**src/rtl/arb_pkg.sv**
```systemverilog
`default_nettype none
// ============================================================================
// Package  : arb_pkg
// Brief    : Shared types and constants for the unified memory arbiter.
// Revision : 1.0 - initial release
// ============================================================================
package arb_pkg;

  // Arbiter FSM states: one idle state plus one busy state per requester.
  typedef enum logic [1:0] {
    ST_IDLE    = 2'd0,
    ST_IF_BUSY = 2'd1,
    ST_DM_BUSY = 2'd2
  } arb_state_e;

  // Instruction fetches are always full 32-bit word accesses.
  localparam logic [2:0] FUNCT3_WORD = 3'b010;

  // Default number of unacknowledged busy cycles before an access is aborted.
  localparam int unsigned TIMEOUT_CYCLES_DEFAULT = 15;

endpackage
`default_nettype wire

```
**src/rtl/arb_watchdog.sv**
```systemverilog
`default_nettype none
// ============================================================================
// Module   : arb_watchdog
// Brief    : Clear/enable up-counter that flags the cycle in which the
//            count of enabled cycles reaches TIMEOUT_CYCLES.
// Revision : 1.0 - initial release
// ============================================================================
module arb_watchdog #(
  parameter int unsigned TIMEOUT_CYCLES = 15
) (
  input  logic clk,
  input  logic rst,
  input  logic clr_i,
  input  logic en_i,
  output logic expire_o
);

  localparam int unsigned     CNT_W = $clog2(TIMEOUT_CYCLES + 1);
  localparam logic [CNT_W-1:0] LIMIT = CNT_W'(TIMEOUT_CYCLES - 1);
  localparam logic [CNT_W-1:0] ONE   = CNT_W'(1);

  logic [CNT_W-1:0] cnt_q;
  logic [CNT_W-1:0] cnt_d;

  // Next count: clear has priority over counting.
  always_comb begin
    cnt_d = cnt_q;
    if (clr_i) begin
      cnt_d = '0;
    end else if (en_i) begin
      cnt_d = cnt_q + ONE;
    end
  end

  // Counter register.
  always_ff @(posedge clk or posedge rst) begin
    if (rst) begin
      cnt_q <= '0;
    end else begin
      cnt_q <= cnt_d;
    end
  end

  // Expire in the cycle whose increment would make the count hit the limit.
  assign expire_o = en_i & ~clr_i & (cnt_q == LIMIT);

endmodule
`default_nettype wire

```
**src/rtl/unified_mem_arbiter.sv**
```systemverilog
`default_nettype none
// ============================================================================
// Module   : unified_mem_arbiter
// Brief    : Serialises IF-stage fetches and MEM-stage loads/stores onto one
//            single-ported memory, with fetch cancellation, stall outputs and
//            a watchdog abort on the memory handshake.
// Revision : 1.0 - initial release
// ============================================================================
module unified_mem_arbiter
  import arb_pkg::*;
#(
  parameter int unsigned ADDR_W         = 32,
  parameter int unsigned DATA_W         = 32,
  parameter int unsigned TIMEOUT_CYCLES = TIMEOUT_CYCLES_DEFAULT
) (
  input  logic              clk,
  input  logic              rst,
  input  logic              if_req,
  input  logic [ADDR_W-1:0] if_addr,
  input  logic              if_kill,
  output logic              if_valid,
  output logic [DATA_W-1:0] if_rdata,
  input  logic              dm_rd,
  input  logic              dm_wr,
  input  logic [ADDR_W-1:0] dm_addr,
  input  logic [DATA_W-1:0] dm_wdata,
  input  logic [2:0]        dm_funct3,
  output logic              dm_valid,
  output logic [DATA_W-1:0] dm_rdata,
  output logic              stall_if,
  output logic              stall_dm,
  output logic              mem_req,
  output logic              mem_we,
  output logic [ADDR_W-1:0] mem_addr,
  output logic [DATA_W-1:0] mem_wdata,
  output logic [2:0]        mem_funct3,
  input  logic              mem_ready,
  input  logic [DATA_W-1:0] mem_rdata,
  output logic              err
);

  arb_state_e        state_q, state_d;
  logic              mem_req_q, mem_req_d;
  logic              mem_we_q, mem_we_d;
  logic [ADDR_W-1:0] mem_addr_q, mem_addr_d;
  logic [DATA_W-1:0] mem_wdata_q, mem_wdata_d;
  logic [2:0]        mem_funct3_q, mem_funct3_d;
  logic              if_valid_q, if_valid_d;
  logic [DATA_W-1:0] if_rdata_q, if_rdata_d;
  logic              dm_valid_q, dm_valid_d;
  logic [DATA_W-1:0] dm_rdata_q, dm_rdata_d;
  logic              drop_q, drop_d;
  logic              err_q, err_d;

  logic w_busy;
  logic w_wd_clr;
  logic w_wd_en;
  logic w_wd_expire;
  logic w_dm_pending;
  logic w_if_pending;
  logic w_done;

  // A requester still holds its request during its own valid cycle, so a
  // request that is being answered right now must not be granted again.
  assign w_dm_pending = (dm_rd | dm_wr) & ~dm_valid_q;
  assign w_if_pending = if_req & ~if_valid_q & ~if_kill;

  assign w_busy   = (state_q != ST_IDLE);
  assign w_wd_en  = w_busy & ~mem_ready;
  assign w_wd_clr = ~w_busy | mem_ready;
  assign w_done   = w_busy & (mem_ready | w_wd_expire);

  arb_watchdog #(
    .TIMEOUT_CYCLES (TIMEOUT_CYCLES)
  ) u_watchdog (
    .clk      (clk),
    .rst      (rst),
    .clr_i    (w_wd_clr),
    .en_i     (w_wd_en),
    .expire_o (w_wd_expire)
  );

  // Next-state, request and response logic; every register holds by default.
  always_comb begin
    state_d      = state_q;
    mem_req_d    = mem_req_q;
    mem_we_d     = mem_we_q;
    mem_addr_d   = mem_addr_q;
    mem_wdata_d  = mem_wdata_q;
    mem_funct3_d = mem_funct3_q;
    if_valid_d   = 1'b0;
    if_rdata_d   = if_rdata_q;
    dm_valid_d   = 1'b0;
    dm_rdata_d   = dm_rdata_q;
    drop_d       = drop_q;
    err_d        = err_q;

    unique case (state_q)
      ST_IDLE: begin
        drop_d = 1'b0;
        // Data access first: it belongs to the older instruction.
        if (w_dm_pending) begin
          state_d      = ST_DM_BUSY;
          mem_req_d    = 1'b1;
          mem_we_d     = dm_wr;
          mem_addr_d   = dm_addr;
          mem_wdata_d  = dm_wdata;
          mem_funct3_d = dm_funct3;
        end else if (w_if_pending) begin
          state_d      = ST_IF_BUSY;
          mem_req_d    = 1'b1;
          mem_we_d     = 1'b0;
          mem_addr_d   = if_addr;
          mem_funct3_d = FUNCT3_WORD;
        end
      end

      ST_IF_BUSY: begin
        if (if_kill) begin
          drop_d = 1'b1;
        end
        if (w_done) begin
          state_d   = ST_IDLE;
          mem_req_d = 1'b0;
          drop_d    = 1'b0;
          if (!mem_ready) begin
            err_d = 1'b1;
          end
          // A fetch cancelled at any point in its life is silently discarded.
          if (!(drop_q | if_kill)) begin
            if_valid_d = 1'b1;
            if_rdata_d = mem_ready ? mem_rdata : '0;
          end
        end
      end

      ST_DM_BUSY: begin
        if (w_done) begin
          state_d    = ST_IDLE;
          mem_req_d  = 1'b0;
          dm_valid_d = 1'b1;
          dm_rdata_d = (mem_ready && !mem_we_q) ? mem_rdata : '0;
          if (!mem_ready) begin
            err_d = 1'b1;
          end
        end
      end

      default: begin
        state_d   = ST_IDLE;
        mem_req_d = 1'b0;
      end
    endcase
  end

  // State and datapath registers; reset abandons any access immediately.
  always_ff @(posedge clk or posedge rst) begin
    if (rst) begin
      state_q      <= ST_IDLE;
      mem_req_q    <= 1'b0;
      mem_we_q     <= 1'b0;
      mem_addr_q   <= '0;
      mem_wdata_q  <= '0;
      mem_funct3_q <= 3'b000;
      if_valid_q   <= 1'b0;
      if_rdata_q   <= '0;
      dm_valid_q   <= 1'b0;
      dm_rdata_q   <= '0;
      drop_q       <= 1'b0;
      err_q        <= 1'b0;
    end else begin
      state_q      <= state_d;
      mem_req_q    <= mem_req_d;
      mem_we_q     <= mem_we_d;
      mem_addr_q   <= mem_addr_d;
      mem_wdata_q  <= mem_wdata_d;
      mem_funct3_q <= mem_funct3_d;
      if_valid_q   <= if_valid_d;
      if_rdata_q   <= if_rdata_d;
      dm_valid_q   <= dm_valid_d;
      dm_rdata_q   <= dm_rdata_d;
      drop_q       <= drop_d;
      err_q        <= err_d;
    end
  end

  assign mem_req    = mem_req_q;
  assign mem_we     = mem_we_q;
  assign mem_addr   = mem_addr_q;
  assign mem_wdata  = mem_wdata_q;
  assign mem_funct3 = mem_funct3_q;
  assign if_valid   = if_valid_q;
  assign if_rdata   = if_rdata_q;
  assign dm_valid   = dm_valid_q;
  assign dm_rdata   = dm_rdata_q;
  assign err        = err_q;

  // Stalls are held low while in reset so every output reads 0 during reset.
  assign stall_if = if_req & ~if_valid_q & ~rst;
  assign stall_dm = (dm_rd | dm_wr) & ~dm_valid_q & ~rst;

endmodule
`default_nettype wire
```
**config.mk**
```make
export PLATFORM = sky130hd
export DESIGN_NAME = unified_mem_arbiter
export DESIGN_NICKNAME = d
export VERILOG_FILES = /design/src/rtl/arb_pkg.sv /design/src/rtl/arb_watchdog.sv /design/src/rtl/unified_mem_arbiter.sv
export SDC_FILE = /design/constraint.sdc
export NUM_CORES = 1
export LEC_CHECK = 0
export CAP_MARGIN = 20
export CORE_AREA = 10 10 130 132
export DETAILED_ROUTE_END_ITERATION = 16
export DIE_AREA = 0 0 140 142
export GPL_ROUTABILITY_DRIVEN = 0
export PLACE_DENSITY = 0.9
export SLEW_MARGIN = 20
export SYNTH_ARGS = -nofsm -noshare
export SYNTH_HDL_FRONTEND = slang
export SYNTH_SLANG_ARGS = --single-unit
```
**constraint.sdc**
```tcl
create_clock -name clk -period 7.9 [get_ports clk]
set_input_delay 1.58 -clock clk [delete_from_list [all_inputs] [get_ports clk]]
set_output_delay 1.58 -clock clk [all_outputs]
set_load 0.01 [all_outputs]
```
==> flow_metrics.env <==
export IMPL_vdd_drop_max_uv=219
export IMPL_drv_max_cap_violation_count=0
export IMPL_critical_path_slowest_cell="sky130_fd_sc_hd__clkdlybuf4s50_1"
export IMPL_wire_per_inst_um=19.6
export IMPL_synth_net_count=655
export IMPL_final_period_utilization_pct=60.9
export IMPL_cts_resized=0
export IMPL_detailed_placement_wirelength_estimate_um=14200
export IMPL_starting_density_of_the_core_pct=45.1
export IMPL_max_slew_margin_rel_pct=27.0
export IMPL_hold_buffers=0
export IMPL_critPathCaptureType="output port"
export IMPL_design_die_area_um2=19900
export IMPL_yosys_area_share_adder_pct=0.970
export IMPL_cts_htree_levels=4
export IMPL_fin_worst_hold_slack_ns=0.480
export IMPL_timing_rr_start="dm_valid"
export IMPL_worstHoldPathType="reg -> reg"
export IMPL_synth_area_per_cell_um2=12.6
export IMPL_antenna_found_initial=0
export IMPL_pin_count=276
export IMPL_slew_viols_final=0
export IMPL_worst_slew_pin_slew_ns=1.09
export IMPL_die_w_um=140
export IMPL_critical_path_required_ns=6.32
export IMPL_ys_top_cells_by_area="sky130_fd_sc_hd__dfrtp_1 55%, sky130_fd_sc_hd__mux2_2 12%, sky130_fd_sc_hd__mux2i_1 9.9%"
export IMPL_grt_max_degree=77
export IMPL_dp_worst_setup_slack_ns=3.09
export IMPL_holdCritStartpoint="err"
export IMPL_finalCriticalPeriod_ns=4.81
export IMPL_port_buffers=275
export IMPL_post_synth_top_area_fraction_pct=55.5
export IMPL_grt_remaining_overflow=0
export IMPL_detail_route_wirelength_um=19200
export IMPL_timing_hold_violations_final=0
export IMPL_power_density_nw_per_um2=366
export IMPL_static_leakage_power_nw=4.29
export IMPL_start_kind="input port"
export IMPL_vias_per_cell=4.83
export IMPL_synth_edff_count=0
export IMPL_synth_cell_types=38
export IMPL_layout_drive_gt1_share_pct=18.3
export IMPL_area_growth_syn_to_layout_pct=53.6
export IMPL_fmaxAchievable_mhz=208
export IMPL_path_clk_slew_ns=0.05
export IMPL_clock_insertion_delay_worst_skew_ns=0.41
export IMPL_asyncSetResetFlopFracSynth_pct=100
export IMPL_crit_top_cell="sky130_fd_sc_hd__clkdlybuf4s50_1"
export IMPL_combinational_family_with_the_most_area_after_synthesis="multiplexers"
export IMPL_postCtsSetupBuffers=0
export IMPL_synth_top_cell_by_area="sky130_fd_sc_hd__dfrtp_1"
export IMPL_final_critical_path_setup_slack_ns=3.09
export IMPL_yosys_register_bits=143
export IMPL_placement_rows=44
export IMPL_worstSetupPathType="in -> out"
export IMPL_run_status="complete, no violations"
export IMPL_first_global_vias=5222
export IMPL_drc_errors=0
export IMPL_most_frequently_used_flop_master_after_synthesis="sky130_fd_sc_hd__dfrtp_1"
export IMPL_setup_viol=0
export IMPL_worst_path_max_fanout=38
export IMPL_cts_root_to_sink_buffers=2
export IMPL_antenna_cells=0
export IMPL_area_of_combinational_cells_with_multiple_inputs_um2=2430
export IMPL_critical_path_cell_chain="clkdlybuf4s50_1, o21bai_4, buf_4, nor2_1, clkdlybuf4s50_1"
export IMPL_drt_first_pass_iters=4
export IMPL_yosysWarningCount=0
export IMPL_drtIter0Drc=165
export IMPL_core_um2=14300
export IMPL_grt_first_pass_wirelength_um=30200
export IMPL_cts_root_buf="sky130_fd_sc_hd__clkbuf_16"
export IMPL_die_height_um=142
export IMPL_muxShareOfSynthArea_pct=28.2
export IMPL_setup_worst_path_start="dm_wr"
export IMPL_dr_total_vias=4743
export IMPL_timing_critical_path_slowest_cell_delay_ns=0.50
export IMPL_worst_r2r_setup_slack_ns=5.36
export IMPL_drtAntennaViolNets=0
export IMPL_area_sequential_um2=3580
export IMPL_clock_sinks=143
export IMPL_data_arrival_time_at_the_worst_slack_endpoint_ns=3.23
export IMPL_num_fill_cells=1041
export IMPL_grt_util_all_layers_pct=19.2
export IMPL_synth_compound_area_share_pct=2.09
export IMPL_tritoncts="done"
export IMPL_synth_seq_area_share_pct=55.5
export IMPL_setup_tns_final_ns=0
export IMPL_final_nets=928
export IMPL_syn_inst=512
export IMPL_clock_buffer_count_from_cts=17
export IMPL_syn_area_um2=6450
export IMPL_synth_xor_area_share_pct=0.272
export IMPL_rsz0062_at_grt="no"
export IMPL_finClkSkew_ns=0.00836
export IMPL_finished_core_util_pct=69.2
export IMPL_post_synth_simple_gate_area_pct=5.90
[cell usage after synthesis, drive strengths merged (2+ instances only)]
cell type and n:
nand2 67, clkbuf 8, mux2 96, buf 20, a32o 3, nor3b 2, dfrtp 143, ha 5
nand4 3, nor3 4, mux2i 64, nand3 2, nor2 3, inv 72, a21o 2, o211ai 2
[cells in the final DEF, fill, tap and decap left out, types with 3 or more instances in the layout]
master / netlist / routed
sky130_fd_sc_hd__a32o_1: 3 / 3
sky130_fd_sc_hd__buf_4: 3 / 7
sky130_fd_sc_hd__clkbuf_16: 0 / 17
sky130_fd_sc_hd__clkdlybuf4s50_1: 0 / 275
sky130_fd_sc_hd__clkinv_2: 0 / 3
sky130_fd_sc_hd__clkinv_4: 0 / 4
sky130_fd_sc_hd__dfrtp_1: 143 / 143
sky130_fd_sc_hd__ha_1: 5 / 5
sky130_fd_sc_hd__inv_1: 72 / 71
sky130_fd_sc_hd__inv_6: 0 / 5
sky130_fd_sc_hd__mux2_2: 70 / 70
sky130_fd_sc_hd__mux2_4: 26 / 26
sky130_fd_sc_hd__mux2i_1: 64 / 64
sky130_fd_sc_hd__nand2_1: 67 / 67
sky130_fd_sc_hd__nand4_1: 3 / 3
sky130_fd_sc_hd__nor2_1: 3 / 3
sky130_fd_sc_hd__nor3_1: 4 / 4
[cell families (layout without fill, tap and decap cells)]
group | after synthesis | in the layout
compound gates | 16 | 16
xor+xnor | 2 | 2
fa+ha+maj | 5 | 5
buf+inv | 100 | 386
flops | 143 | 143
mux | 160 | 160
simple gates | 86 | 86
[cell type report]
| type | instances | share of cell area [%] |
|---|---|---|
| inverters | 72 | 2.78 |
| clock buffers | 17 | 4.29 |
| clock inverters | 15 | 1.62 |
| flip-flops and latches | 143 | 36.1 |
| multi-input cells | 269 | 24.6 |
| well taps | 184 | 2.32 |
| repair buffers | 282 | 28.3 |
[worst paths after layout]
kind | cells after the start | end
min in group asynchronous | 2 | mem_addr[6]
max in group asynchronous | 3 | u_watchdog.cnt_q[0]
max reg2reg | 4 | mem_addr[22]
min reg2reg | 2 | err
max | 5 | stall_dm
min | 2 | err
[power by group]
part,internal (mW),switching [mW]
combinational,0.950,0.666
sequential,1.04,0.172
clock,0.469,0.326
total,2.46,1.16
[sequential cells by signal, summed over array words and instances (netlist names)]
register          flops
drop_q                1
state_q               2
mem_req               1
dm_valid              1
if_valid              1
mem_we                1
mem_wdata            32
mem_addr             32
if_rdata             32
mem_funct3            3
err                   1
dm_rdata             32
u_watchdog.cnt_q      4
[critical path: cells and delay by family]
kind / cells / cell delay, ns
AOI/OAI and AO/OA: 1 / 0.16
and+or+nand+nor: 1 / 0.08
buffers and inverters: 3 / 1.40
[per-stage QoR]
| step | power (mW) | cell area [um2] | std cells |
|---|---|---|---|
| 2_1_floorplan | 2.00 | 6450 | 512 |
| 3_3_place_gp | 2.80 | 9320 | 950 |
| 3_5_place_dp | 2.86 | 9320 | 950 |
| 4_1_cts | 3.67 | 9910 | 982 |
| 5_1_grt | 3.82 | 9910 | 982 |
| 6_report | 3.62 | 9910 | 982 |
[per-layer routing]
metal | global-route usage [%] | routed length [um]
met4 | 5.00 | 220
met3 | 6.54 | 1360
met5 | 0 | 0
met1 | 21.7 | 7580
met2 | 33.9 | 10100
(Power assumes the default switching activity.)
